<file path="config.mk">
export PLATFORM = sky130hd
export DESIGN_NAME = bcd_mod_counter
export DESIGN_NICKNAME = d
export VERILOG_FILES = /design/src/rtl/bcd_mod_counter.sv
export SDC_FILE = /design/constraint.sdc
export NUM_CORES = 1
export LEC_CHECK = 0
export ABC_CLOCK_PERIOD_IN_PS = 1600
export BUFFER_PORTS_ARGS = -buffer_cell sky130_fd_sc_hd__buf_2
export CAP_MARGIN = 30
export CORE_UTILIZATION = 47
export CTS_CLUSTER_DIAMETER = 120
export CTS_CLUSTER_SIZE = 20
export DETAILED_ROUTE_END_ITERATION = 16
export GPL_ROUTABILITY_DRIVEN = 0
export GPL_TIMING_DRIVEN = 0
export HOLD_SLACK_MARGIN = 0.08
export PLACE_DENSITY = 0.74
export SETUP_SLACK_MARGIN = 0.5
export SLEW_MARGIN = 25
export SYNTH_ARGS = -nofsm -noshare
export SYNTH_HDL_FRONTEND = slang
export SYNTH_SLANG_ARGS = --single-unit
</file>
<file path="constraint.sdc">
create_clock -name clock -period 1.6 [get_ports clock]
set_input_delay 0 -clock clock [delete_from_list [all_inputs] [get_ports clock]]
set_output_delay 0 -clock clock [all_outputs]
set_load 0.02 [all_outputs]
</file>
<file path="src/rtl/bcd_mod_counter.sv">
// Multi-digit packed-BCD counter with programmable wrap value, up/down counting,
// parallel load and registered carry/borrow/load-error pulses.
module bcd_mod_counter #(
    parameter int                  DIGITS  = 2,
    parameter logic [4*DIGITS-1:0] MAX_BCD = (4*DIGITS)'(8'h59)
) (
    input  logic                  clock,
    input  logic                  reset_n,
    input  logic                  clear,
    input  logic                  load,
    input  logic [4*DIGITS-1:0]   load_value,
    input  logic                  count_en,
    input  logic                  down,
    output logic [4*DIGITS-1:0]   bcd,
    output logic                  carry_out,
    output logic                  borrow_out,
    output logic                  load_err
);

    localparam int W = 4 * DIGITS;

    if (DIGITS < 1 || DIGITS > 8) begin : g_bad_digits
        $error("bcd_mod_counter: DIGITS must be 1..8");
    end

    logic [W-1:0]      bcd_reg;
    logic [W-1:0]      bcd_next;
    logic              carry_reg;
    logic              carry_next;
    logic              borrow_reg;
    logic              borrow_next;
    logic              load_err_reg;
    logic              load_err_next;

    logic [W-1:0]      inc_value;
    logic [W-1:0]      dec_value;
    logic [DIGITS-1:0] inc_carry;
    logic [DIGITS-1:0] dec_borrow;
    logic [DIGITS-1:0] load_nibble_ok;

    logic              at_max;
    logic              at_zero;
    logic              load_ok;

    assign inc_carry[0]  = 1'b1;
    assign dec_borrow[0] = 1'b1;

    // Ripple of per-digit increment/decrement; each digit only sees its neighbour's carry.
    for (genvar gi = 0; gi < DIGITS; gi++) begin : g_digit
        logic [3:0] digit;
        assign digit = bcd_reg[gi*4 +: 4];

        assign inc_value[gi*4 +: 4] = !inc_carry[gi]  ? digit :
                                      (digit == 4'd9) ? 4'd0 : digit + 4'd1;
        assign dec_value[gi*4 +: 4] = !dec_borrow[gi] ? digit :
                                      (digit == 4'd0) ? 4'd9 : digit - 4'd1;

        if (gi < DIGITS - 1) begin : g_chain
            assign inc_carry[gi+1]  = inc_carry[gi]  && (digit == 4'd9);
            assign dec_borrow[gi+1] = dec_borrow[gi] && (digit == 4'd0);
        end

        assign load_nibble_ok[gi] = (load_value[gi*4 +: 4] <= 4'd9);

        if (MAX_BCD[gi*4 +: 4] > 4'd9) begin : g_bad_max
            $error("bcd_mod_counter: MAX_BCD has a non-BCD nibble");
        end
    end

    assign at_max  = (bcd_reg == MAX_BCD);
    assign at_zero = (bcd_reg == '0);
    // With every nibble in 0..9, packed-BCD ordering matches plain binary ordering.
    assign load_ok = (&load_nibble_ok) && (load_value <= MAX_BCD);

    always_comb begin
        bcd_next      = bcd_reg;
        carry_next    = 1'b0;
        borrow_next   = 1'b0;
        load_err_next = 1'b0;
        if (clear) begin
            bcd_next = '0;
        end else if (load) begin
            if (load_ok) begin
                bcd_next = load_value;
            end else begin
                load_err_next = 1'b1;
            end
        end else if (count_en) begin
            if (!down) begin
                if (at_max) begin
                    bcd_next   = '0;
                    carry_next = 1'b1;
                end else begin
                    bcd_next = inc_value;
                end
            end else begin
                if (at_zero) begin
                    bcd_next    = MAX_BCD;
                    borrow_next = 1'b1;
                end else begin
                    bcd_next = dec_value;
                end
            end
        end
    end

    always_ff @(posedge clock or negedge reset_n) begin
        if (!reset_n) begin
            bcd_reg      <= '0;
            carry_reg    <= 1'b0;
            borrow_reg   <= 1'b0;
            load_err_reg <= 1'b0;
        end else begin
            bcd_reg      <= bcd_next;
            carry_reg    <= carry_next;
            borrow_reg   <= borrow_next;
            load_err_reg <= load_err_next;
        end
    end

    assign bcd        = bcd_reg;
    assign carry_out  = carry_reg;
    assign borrow_out = borrow_reg;
    assign load_err   = load_err_reg;

endmodule

</file>
# Yosys cells after proc, flatten, opt, wreduce, memory -nomap -nowiden
# Index checks and enable logic that the tools add are counted.
dict set report op_classes {
  add_sub_neg 4
  n_reduce_logical 9
  muxes 26
  order_cmp 3
  n_eq_ne 5
}
# op n
set op_table {}
lappend op_table {{$mux W8} 7}
lappend op_table {{$mux W4} 6}
lappend op_table {{$mux W1} 13}
lappend op_table {{$add A4 B1 Y4 const B} 2}
lappend op_table {{$eq A4 B4 Y1 const B} 2}
lappend op_table {{$eq A8 B7 Y1 const B} 1}
lappend op_table {{$le A4 B4 Y1 const B} 2}
lappend op_table {{$le A8 B7 Y1 const B} 1}
lappend op_table {{$logic_not A4 Y1} 2}
lappend op_table {{$logic_not A8 Y1} 1}
lappend op_table {{$sub A4 B1 Y4 const B} 2}
lappend op_table {{$ne A5 B3 Y1 const B} 1}
lappend op_table {{$reduce_bool A5 Y1} 1}
lappend op_table {{$reduce_and A2 Y1} 2}
lappend op_table {{$reduce_and A4 Y1} 1}
lappend op_table {{$ne A3 B2 Y1 const B} 1}
lappend op_table {{$reduce_bool A3 Y1} 1}
lappend op_table {{$logic_and A1 B1 Y1} 1}
dict set report word_totals {
  regBits 11
  output_inout_bits 11
}

# Depth between registers and ports, before layout
# Gate-level depths: netlist of run 1.
dict set report logic_depth {
  word_depth 8
  mapped_depth 6
}

# Worst setup path before layout of run 1
# No wires, ideal clock.
dict set report synth_timing {
  path_kind {flip-flop to flip-flop}
  start {register bcd_reg[0], in the netlist bcd[0]}
  end {register bcd_reg[1], in the netlist bcd[1]}
  path_stages_with_launch 7
  setup_slack_ns -0.014
  t_required_ns 1.464
  arrival_ns 1.478
  cell_sequence {dfrtp_1 > inv_1 > ha_1 > nor3b_4 > o31ai_1 > a221oi_1 > a21oi_1}
}
dict set report synth_via {
  elab_chain_cells 7
  elab_cells_between_ends 14
}
# item line_no
set synth_rtl {}
lappend synth_rtl {{start, declared} 26} ;# logic [W-1:0] bcd_reg;
lappend synth_rtl {{start signal, assigned} 114} ;# bcd_reg <= bcd_next;
lappend synth_rtl {{$add A4 B1 Y4 (tied with other cells)} 54} ;# (digit == 4'd9) ? 4'd0 : digit + 4'd1;
lappend synth_rtl {{$mux W4, on equally long branches} {54, 56}}
lappend synth_rtl {{$mux W8, on equally long branches} {90, 97}}
lappend synth_rtl {{$mux W8 (*)} 89} ;# if (!down) begin
lappend synth_rtl {{$mux W8 (*)} 88} ;# end else if (count_en) begin
lappend synth_rtl {{$mux W8 (*)} 82} ;# end else if (load) begin
lappend synth_rtl {{$mux W8 (*)} 80} ;# if (clear) begin
# Mark *: on every way between the ends. The rest lies on a longest branch, timed or not. The select of a mux whose other input is x is not followed.
# A chain may end at the register's enable or synchronous reset.

# Worst setup path after layout of run 1
dict set report layout_timing {
  start {register bcd_reg[0], in the netlist bcd[0]}
  end {register bcd_reg[6], in the netlist bcd[6]}
}
dict set report layout_via {
  elab_chain_cells 6
  elab_cells_between_ends 13
}
# item line_no
set layout_rtl {}
lappend layout_rtl {{$eq A8 B7 Y1 or $logic_not A8 Y1 (tied branches)} {70, 71}}
lappend layout_rtl {{$mux W8, on equally long branches} {90, 97}}
lappend layout_rtl {{$mux W8} 89}
lappend layout_rtl {{$mux W8} 88}
lappend layout_rtl {{$mux W8} 82}
lappend layout_rtl {{$mux W8} 80}
# Several ways; a longest one is shown, not always the timed one. The select of a mux whose other input is x is not followed.

==> results of run 1 <==
-- worst min-delay path, cell delays in order --
cell     delay, ns
buf_6         0.12
nor2_4        0.08
nand3_4       0.10
nor4_2        0.04
-- logic make-up after synthesis --
family / after synthesis
compound gates: 46
fa+ha+maj: 4
buf+inv: 15
flops: 11
mux: 1
simple gates: 40
-- path summary, 6_finish.rpt --
kind,end,cells past startpoint,startpoint,slack [ns]
max,bcd[6],7,bcd[0],0.04
min,borrow_out,4,load,0.1
max reg2reg,bcd[6],7,bcd[0],0.04
min reg2reg,borrow_out,2,bcd[4],0.64
max in group asynchronous,bcd[6],2,reset_n,1.26
min in group asynchronous,bcd[3],2,reset_n,0.12
-- cell usage in the layout (no fill, tap or decap), types with 3 or more instances in the layout --
cell type,synthesis,layout
nor2_1,7,7
o211ai_1,3,3
nor2b_1,3,3
o21ai_0,6,6
clkbuf_4,0,3
ha_4,0,3
a31oi_1,5,4
buf_4,2,13
dfrtp_1,11,4
dfrtp_2,0,7
nand3_1,4,3
dlygate4sd3_1,0,6
a21oi_1,10,8
inv_1,7,5
buf_2,3,24
buf_6,2,5
nand2_1,6,6
-- area by class of cell --
| cell class | instances | area [um^2] | area share |
|---|---|---|---|
| buffer | 7 | 55.1 | 0.0367 |
| tap | 27 | 33.8 | 0.0225 |
| clock buffer | 4 | 26.3 | 0.0175 |
| sequential | 11 | 284 | 0.189 |
| inverter | 8 | 32.5 | 0.0217 |
| multi-input combinational | 91 | 790 | 0.526 |
| timing repair buffer | 41 | 279 | 0.186 |
-- layer usage --
metal  GRT usage  vias to the layer above  share of wire
met5           0                        -              0
met3      0.0283                       10           0.10
li1            -                      545              -
met1       0.376                      558           0.41
met4      0.0931                        0          0.025
met2       0.462                       82           0.46
-- power breakdown --
part / switching, mW / internal [mW]
clock: 0.0950 / 0.0966
sequential: 0.0652 / 0.334
combinational: 0.540 / 0.507
total: 0.701 / 0.937
-- metrics by stage --
stage	TNS [ns]	power [mW]
6_report	0	1.64
5_1_grt	-0.0618	1.74
4_1_cts	0	1.45
3_5_place_dp	0	1.09
3_3_place_gp	0	1.07
2_1_floorplan	0	0.904
-- timing repair --
action | 4_1_cts | 5_1_grt
pin swaps | 13 | 9
hold buffers | 6 | 0
hold endpoints to repair | 16 | 0
setup endpoints to repair | 10 | 10
setup buffers | 8 | 5
gates resized for setup | 12 | 12
==> flow_summary.yaml, run 1 <==
clock_network:
  numClockSinks: 11
  root_buffer: "clkbuf_4"
  clkTransAtPathRegs_ns: 0.07
  clk_latency_ns: 0.27
  h-tree-depth: 1
  clk_path_buf_depth: 2
  numCtsBuffers: 3
  cts_tree: "yes"
sta:
  maxSlewViolCount: 0
  fin_crit_sh: 0.973
  holdWs_ns: 0.0993
  post-route-min-period_ns: 1.56
  fin_ws_ns: 0.0436
  max_freq_mhz: 643
  rsz0062_at_grt: "yes"
  setup_violations: 0
  slew_headroom: 0.666
  timing.final.hold_violations: 0
  worst_slew_pin_slew_ns: 0.500
  fin_skew_ns: 0.00720
final_layout:
  design_area_mm2: 0.00150
  final_core_util: 0.749
  largest_register_ffs: 8
  num_antenna_cells: 0
  fin_cells: 189
  fill_cells: 135
  drive_gt1_frac: 0.475
  fin_nets: 181
  area_delta_synth_final_pct: 47.3
detailed_routing:
  remaining_drc_errors: 0
  drt-vias-per-instance: 6.32
  drtIter0Drc: 66
  wl_per_cell_um: 17.4
  drtAntennaViolNets: 0
  firstDrtPassIters: 4
  vias: 1195
  routed_wirelength_mm: 3.28
floorplanning:
  num_io_pins: 25
  die_y_um: 48.6
  die_w_um: 48.6
  die_area_mm2: 0.00236
  start_util: 0.509
  num_rows: 16
  core_mm2: 0.00200
global_routing:
  grt_util_all_layers: 0.278
  grt_pass1_vias: 1027
  grt_pass1_wl_mm: 5.04
  grt_max_degree: 12
  grt-ovfl-total: 0
  antenna_found_initial: 0
logic_synthesis:
  async_flop_share: 1.00
  ys_top_cells_by_count: "dfrtp_1 (11), a21oi_1 (10), inv_1 (7), nor2_1 (7)"
  yosysUniqueCellTypes: 50
  syn_inst: 117
  seq_area_frac_synth: 0.270
  yosysMostFrequentCell: "dfrtp_1"
  netlist_area_mm2: 0.00102
  synthSimpleGateAreaFrac: 0.262
  synth-edff-count: 0
  syn_nets: 135
  synth_xor_area_frac: 0
  synth_adder_area_share: 0.0491
  synthFlopType: "dfrtp_1"
  avgSynthCellArea_um2: 8.70
  yosys-top-cells-area: "dfrtp_1 (27%), a21oi_1 (4.9%), ha_1 (4.9%)"
  synth_compound_area_frac: 0.327
  yosys.area.top_type: "dfrtp_1"
  synth_mux_area_frac: 0.0111
  synth_top_family_by_area: "compound AO/OA/AOI/OAI gates"
  yosysWarnings: 0
  yosys.area.top_type_share: 0.270
  ys_ff_latch: 11
setup_path:
  arrival_ns: 1.74
  worst_setup_path_start_kind: "flop"
  cp.required_ns: 1.78
  path_max_fanout: 5
  cp.buffers_inverters: 2
  critPathTopFamily: "flip-flops"
  crit_type: "reg -> reg"
  critical_path.max_stage_delay_ns: 0.45
  cp-end-kind: "flop"
  cpMaxStageDelayCell: "dfrtp_2"
  crit_path_cell_trace: "inv_2, ha_4, nor3b_4, buf_6, o21bai_1, a21o_1, a31oi_1"
placement:
  post_dp_cell_area_mm2: 0.00119
  dp_slack_ns: 0.0394
  numPortBuffers: 22
  dp_hpwl_mm: 2.02
  place_inst: 166
hold_path:
  min_path_type: "in -> reg"
outcome:
  status: "completed"
pwr:
  ir_drop_mv: 0.689
  power.density_mw_per_mm2: 1090
  leakagePower_nw: 0.620
run:
  drv_cap: 0
Note: power is estimated with default switching activity, not from simulation.
==> run 2: changes to the inputs <==
--- a/config.mk
+++ b/config.mk
@@ -5,7 +5,7 @@
 export SDC_FILE = /design/constraint.sdc
 export NUM_CORES = 1
 export LEC_CHECK = 0
-export ABC_CLOCK_PERIOD_IN_PS = 1600
+export ABC_CLOCK_PERIOD_IN_PS = 1300
 export BUFFER_PORTS_ARGS = -buffer_cell sky130_fd_sc_hd__buf_2
 export CAP_MARGIN = 30
 export CORE_UTILIZATION = 47
@@ -15,7 +15,7 @@
 export GPL_ROUTABILITY_DRIVEN = 0
 export GPL_TIMING_DRIVEN = 0
 export HOLD_SLACK_MARGIN = 0.08
-export PLACE_DENSITY = 0.74
+export PLACE_DENSITY_LB_ADDON = 0.15
 export SETUP_SLACK_MARGIN = 0.5
 export SLEW_MARGIN = 25
 export SYNTH_ARGS = -nofsm -noshare
==> constraint.sdc (replaced) <==
create_clock -name clock -period 1.3 [get_ports clock]
set_input_delay 0 -clock clock [delete_from_list [all_inputs] [get_ports clock]]
set_output_delay 0 -clock clock [all_outputs]
set_load 0.02 [all_outputs]
==> run 2 against run 1 <==
- the flow now finishes with violations (negative setup slack)
- register-to-register slack got worse by 0.37 ns
- clock skew decreased by 0.0031 ns
- setup slack got worse by 0.37 ns
- die area unchanged
- sequential power increased by 27%
- sequential share of layout area fell by 0.64 points
- count of clock-buffer cells in the layout stayed put
- critical path depth is the same
- power increased by 30%
- critical path type unchanged
- critical endpoint unchanged
- largest power group unchanged
==> flow_summary.yaml, run 2 (synthesized netlist as in run 1, its figures left out) <==
outcome:
  status: "finished, violations left"
  violations: "negative setup slack"
run:
  drv_cap: 0
global_routing:
  grtUsageMet3: 0.0252
  antenna_found_initial: 0
  grt_pass1_wl_mm: 4.99
  grt_max_degree: 12
  gr-max-usage-layer: "met2"
  grt_util_all_layers: 0.272
  grt-ovfl-total: 0
  grt_util_met1: 0.377
  grt_pass1_vias: 1044
  met2_usage: 0.425
placement:
  dp_slack_ns: -0.261
  post_dp_cell_area_mm2: 0.00119
  dp_hpwl_mm: 2.09
  numPortBuffers: 22
  place_inst: 166
final_layout:
  drive_gt1_frac: 0.503
  fin_nets: 180
  mostFrequentLayoutCell: "buf_2"
  num_antenna_cells: 0
  area_delta_synth_final_pct: 51.1
  mostFrequentLayoutCells: "buf_2 (18), buf_6 (13), buf_4 (13)"
  fill_cells: 134
  largest_register_ffs: 8
  design_area_mm2: 0.00154
  seqCellArea_um2: 282
  fin_cells: 188
  multi_input_area_um2: 798
sta:
  post-route-min-period_ns: 1.62
  timing.final.hold_violations: 0
  worst_slew_pin_slew_ns: 0.617
  fin_crit_sh: 1.25
  slew_headroom: 0.589
  fin_ws_ns: -0.323
  max_freq_mhz: 616
  maxSlewViolCount: 0
  rsz0062_at_grt: "yes"
  fin_skew_ns: 0.00405
  setup_violations: 10
setup_path:
  worst_setup_path_start_kind: "flop"
  cp-end-kind: "flop"
  path_max_fanout: 4
  reg2regPathDepth: 7
  cp.required_ns: 1.50
  r2r-start: "bcd[1]"
  regToRegEndpoint: "bcd[6]"
  crit_start: "bcd[1]"
  r2r_slack_ns: -0.32
  crit_path_end: "bcd[6]"
  arrival_ns: 1.82
  crit_type: "reg -> reg"
clock_network:
  root_buffer: "clkbuf_4"
  clkTransAtPathRegs_ns: 0.07
  numCtsBuffers: 3
  cts_tree: "yes"
  h-tree-depth: 1
  numClockSinks: 11
  clk_path_buf_depth: 2
  clk_latency_ns: 0.28
hold_path:
  min_path_type: "in -> reg"
detailed_routing:
  drtAntennaViolNets: 0
  firstDrtPassIters: 4
  wl_per_cell_um: 18.2
  remaining_drc_errors: 0
  routed_wirelength_mm: 3.41
  drt-vias-per-instance: 6.51
  vias: 1223
  drtIter0Drc: 87
floorplanning:
  num_io_pins: 25
  die_w_um: 48.6
  start_util: 0.509
  die_area_mm2: 0.00236
  core_mm2: 0.00200
  die_y_um: 48.6
  num_rows: 16
pwr:
  clock_power_share: 0.113
  switching_power_uw: 888
  p_int_mw: 1.23
  finalPower_mw: 2.12
  ir_drop_mv: 0.934
  power.density_mw_per_mm2: 1380
  power_frac_comb: 0.648
  seq_power_share: 0.239
  leakagePower_nw: 0.634
  power_switching_share: 0.418
==> run 2: how the worst min path moves through the flow <==
stage	end	slack [ns]	startpoint	depth (start not counted)
floorplan	bcd[0]	-0.30	reset_n	0
global placement	bcd[3]	-0.13	reset_n	1
detailed placement	bcd[3]	-0.12	reset_n	1
CTS	bcd[1]	0.06	load_value[1]	3
global route	bcd[4]	0.09	load_value[4]	3
finish	bcd[4]	0.07	load_value[4]	3
==> run 2: repair_timing <==
item	4_1_cts	5_1_grt
endpoints found under the hold margin	16	0
gates resized for setup	24	19
hold buffers	3	0
setup buffers	9	6
pin swaps	13	13
endpoints found under the setup margin	18	18
==> run 2: worst max-delay path, cell delays in order, from the launching register on <==
cell and delay [ns]:
dfrtp_2 0.45, inv_4 0.10, ha_4 0.17, nor3b_4 0.28
buf_4 0.16, o21bai_1 0.07, a21o_1 0.15, a31oi_1 0.16
==> run 2: area by class of cell <==
cell class | instances | share of cell area
Clock buffer | 4 | 0.0171
Timing Repair Buffer | 40 | 0.198
Inverter | 8 | 0.0228
Sequential cell | 11 | 0.183
Multi-Input combinational cell | 91 | 0.519
Tap cell | 27 | 0.0220
Buffer | 7 | 0.0382
==> run 2: power by group through the flow <==
stage | logic, mW | clock network [mW] | registers [mW]
floorplan | 0.537 | 0 | 0.576
global placement | 0.804 | 0 | 0.516
detailed placement | 0.821 | 0 | 0.523
CTS | 1.12 | 0.241 | 0.491
global route | 1.46 | 0.253 | 0.516
finish | 1.38 | 0.240 | 0.507
==> run 2: per-stage QoR <==
step | hold WS (ns) | utilization | TNS (ns)
2_1_floorplan | -0.296 | - | -0.997
3_3_place_gp | -0.126 | 0.597 | -1.56
3_5_place_dp | -0.123 | 0.597 | -1.86
4_1_cts | 0.0621 | 0.706 | -1.58
5_1_grt | 0.0915 | 0.769 | -2.71
6_report | 0.0675 | 0.769 | -2.06
==> run 2: per-layer routing <==
metal	part of all wire	routed length, um
met4	0.032	108
met3	0.10	357
met1	0.39	1350
met2	0.47	1600
met5	0	0
==> run 3: changes to the inputs <==
--- a/config.mk
+++ b/config.mk
@@ -17,6 +17,7 @@
 export HOLD_SLACK_MARGIN = 0.08
 export PLACE_DENSITY_LB_ADDON = 0.15
 export SETUP_SLACK_MARGIN = 0.5
+export SKIP_LAST_GASP = 1
 export SLEW_MARGIN = 25
 export SYNTH_ARGS = -nofsm -noshare
 export SYNTH_HDL_FRONTEND = slang
==> run 3 against run 2 <==
- the flow still finishes with violations (negative setup slack)
- routed wire length fell by 1.2%
- combinational power fell by 4%
- worst hold slack better by 0.0028 ns
- count of clock-buffer cells in the layout stayed put
- global-route usage did not move
- via count down 0.90%
- final cell count unchanged
- maximum frequency shrank 0.13%
- sequential share of layout area increased by 0.24 points
==> flow_summary.yaml, run 3 (synthesized netlist as in run 1, its figures left out) <==
clock_network:
  clk_path_buf_depth: 2
  root_buffer: "clkbuf_4"
  numCtsBuffers: 3
  numClockSinks: 11
  cts_tree: "yes"
  h-tree-depth: 1
  clkTransAtPathRegs_ns: 0.07
  clk_latency_ns: 0.28
setup_path:
  r2r-start: "bcd[0]"
  critical_path.max_stage_delay_ns: 0.47
  arrival_ns: 1.76
  crit_type: "reg -> reg"
  worst_setup_path_start_kind: "flop"
  cp-end-kind: "flop"
  cp.buffers_inverters: 1
  r2r_slack_ns: -0.33
  cpMaxStageDelayCell: "dfrtp_2"
  crit_start: "bcd[0]"
  cp.required_ns: 1.44
  path_max_fanout: 6
  critPathTopFamily: "flip-flops"
  crit_path_cell_trace: "inv_4, ha_4, nand4bb_1, and3_4, o21ai_0, o211ai_1"
placement:
  numPortBuffers: 22
  dp_hpwl_mm: 2.09
  post_dp_cell_area_mm2: 0.00119
sta:
  maxSlewViolCount: 0
  fin_ws_ns: -0.325
  timing.final.hold_violations: 0
  fin_crit_sh: 1.25
  post-route-min-period_ns: 1.63
  setup_violations: 10
  fin_setup_tns_ns: -2.30
  rsz0062_at_grt: "yes"
  max_freq_mhz: 615
  slew_headroom: 0.628
  worst_slew_pin_slew_ns: 0.558
  fin_skew_ns: 0.00418
global_routing:
  grt_pass1_vias: 1044
  grt_pass1_wl_mm: 4.99
  grt-ovfl-total: 0
  grt_max_degree: 12
  antenna_found_initial: 0
  grt_util_all_layers: 0.272
detailed_routing:
  wl_per_cell_um: 17.9
  remaining_drc_errors: 0
  drtIter0Drc: 38
  firstDrtPassIters: 6
  routed_wirelength_mm: 3.37
  drtAntennaViolNets: 0
  drt-vias-per-instance: 6.45
  vias: 1212
hold_path:
  worstHoldStart: "load_value[4]"
  min_path_type: "in -> reg"
floorplanning:
  die_area_mm2: 0.00236
  die_y_um: 48.6
  core_mm2: 0.00200
  num_io_pins: 25
  start_util: 0.509
  num_rows: 16
  die_w_um: 48.6
run:
  drv_cap: 0
outcome:
  status: "finished, violations left"
  violations: "negative setup slack"
final_layout:
  mostFrequentLayoutCells: "buf_2 (18), buf_4 (15), buf_6 (11)"
  num_antenna_cells: 0
  drive_gt1_frac: 0.497
  fin_nets: 180
  mostFrequentLayoutCell: "buf_2"
  fill_cells: 140
  area_delta_synth_final_pct: 49.1
  design_area_mm2: 0.00152
  final_core_util: 0.759
  largest_register_ffs: 8
pwr:
  leakagePower_nw: 0.632
  power.density_mw_per_mm2: 1370
  finalPower_mw: 2.09
  ir_drop_mv: 0.921
## run 3: worst paths after layout
kind / to / depth (start not counted)
min: bcd[4] / 3
max in group asynchronous: bcd[5] / 2
max reg2reg: bcd[7] / 6
min reg2reg: bcd[0] / 1
min in group asynchronous: load_err / 2
max: bcd[7] / 6
## run 3: final cells by class
type                       count  area (um^2)  area share
sequential                    11          282       0.185
inverter                       8         35.0      0.0231
multi-input combinational     91          786       0.517
tap                           27         33.8      0.0222
timing repair buffer          40          302       0.199
buffer                         7         55.1      0.0362
clock buffer                   4         26.3      0.0173
## run 3: per-layer routing
metal / wire length [um] / share of wire / up-vias / global-route usage
met5: 0 / 0 / - / 0
met4: 102 / 0.030 / 0 / 0.132
met3: 305 / 0.090 / 13 / 0.0252
met2: 1590 / 0.47 / 92 / 0.425
met1: 1370 / 0.41 / 562 / 0.377
li1: - / - / 545 / -
## run 3: per-stage QoR
step / worst slack [ns] / hold WS [ns] / instances
after global placement: -0.229 / -0.126 / 166
final: -0.325 / 0.0703 / 188
after global routing: -0.398 / 0.0786 / 188
after CTS: -0.214 / 0.0621 / 182
after floorplan: -0.160 / -0.296 / 117
after detailed placement: -0.261 / -0.123 / 166
## run 3: what timing repair did
item / in CTS / in global routing
setup endpoints to repair: 18 / 18
resized for setup: 24 / 16
hold buffers: 3 / 0
endpoints found under the hold margin: 16 / 0
pin swaps: 13 / 13
setup buffers: 9 / 6
## run 3: where the power goes
part	internal (mW)	leakage, nW	switching, mW	total, mW
Clock	0.119	0.0150	0.125	0.244
Sequential	0.408	0.135	0.102	0.510
Combinational	0.677	0.482	0.656	1.33
Total	1.20	0.632	0.882	2.09
## run 3: worst reg2reg max path, stage by stage (launching register included)
cell       delay [ns]
dfrtp_2          0.47
inv_4            0.09
ha_4             0.16
nand4bb_1        0.16
and3_4           0.24
o21ai_0          0.21
o211ai_1         0.14
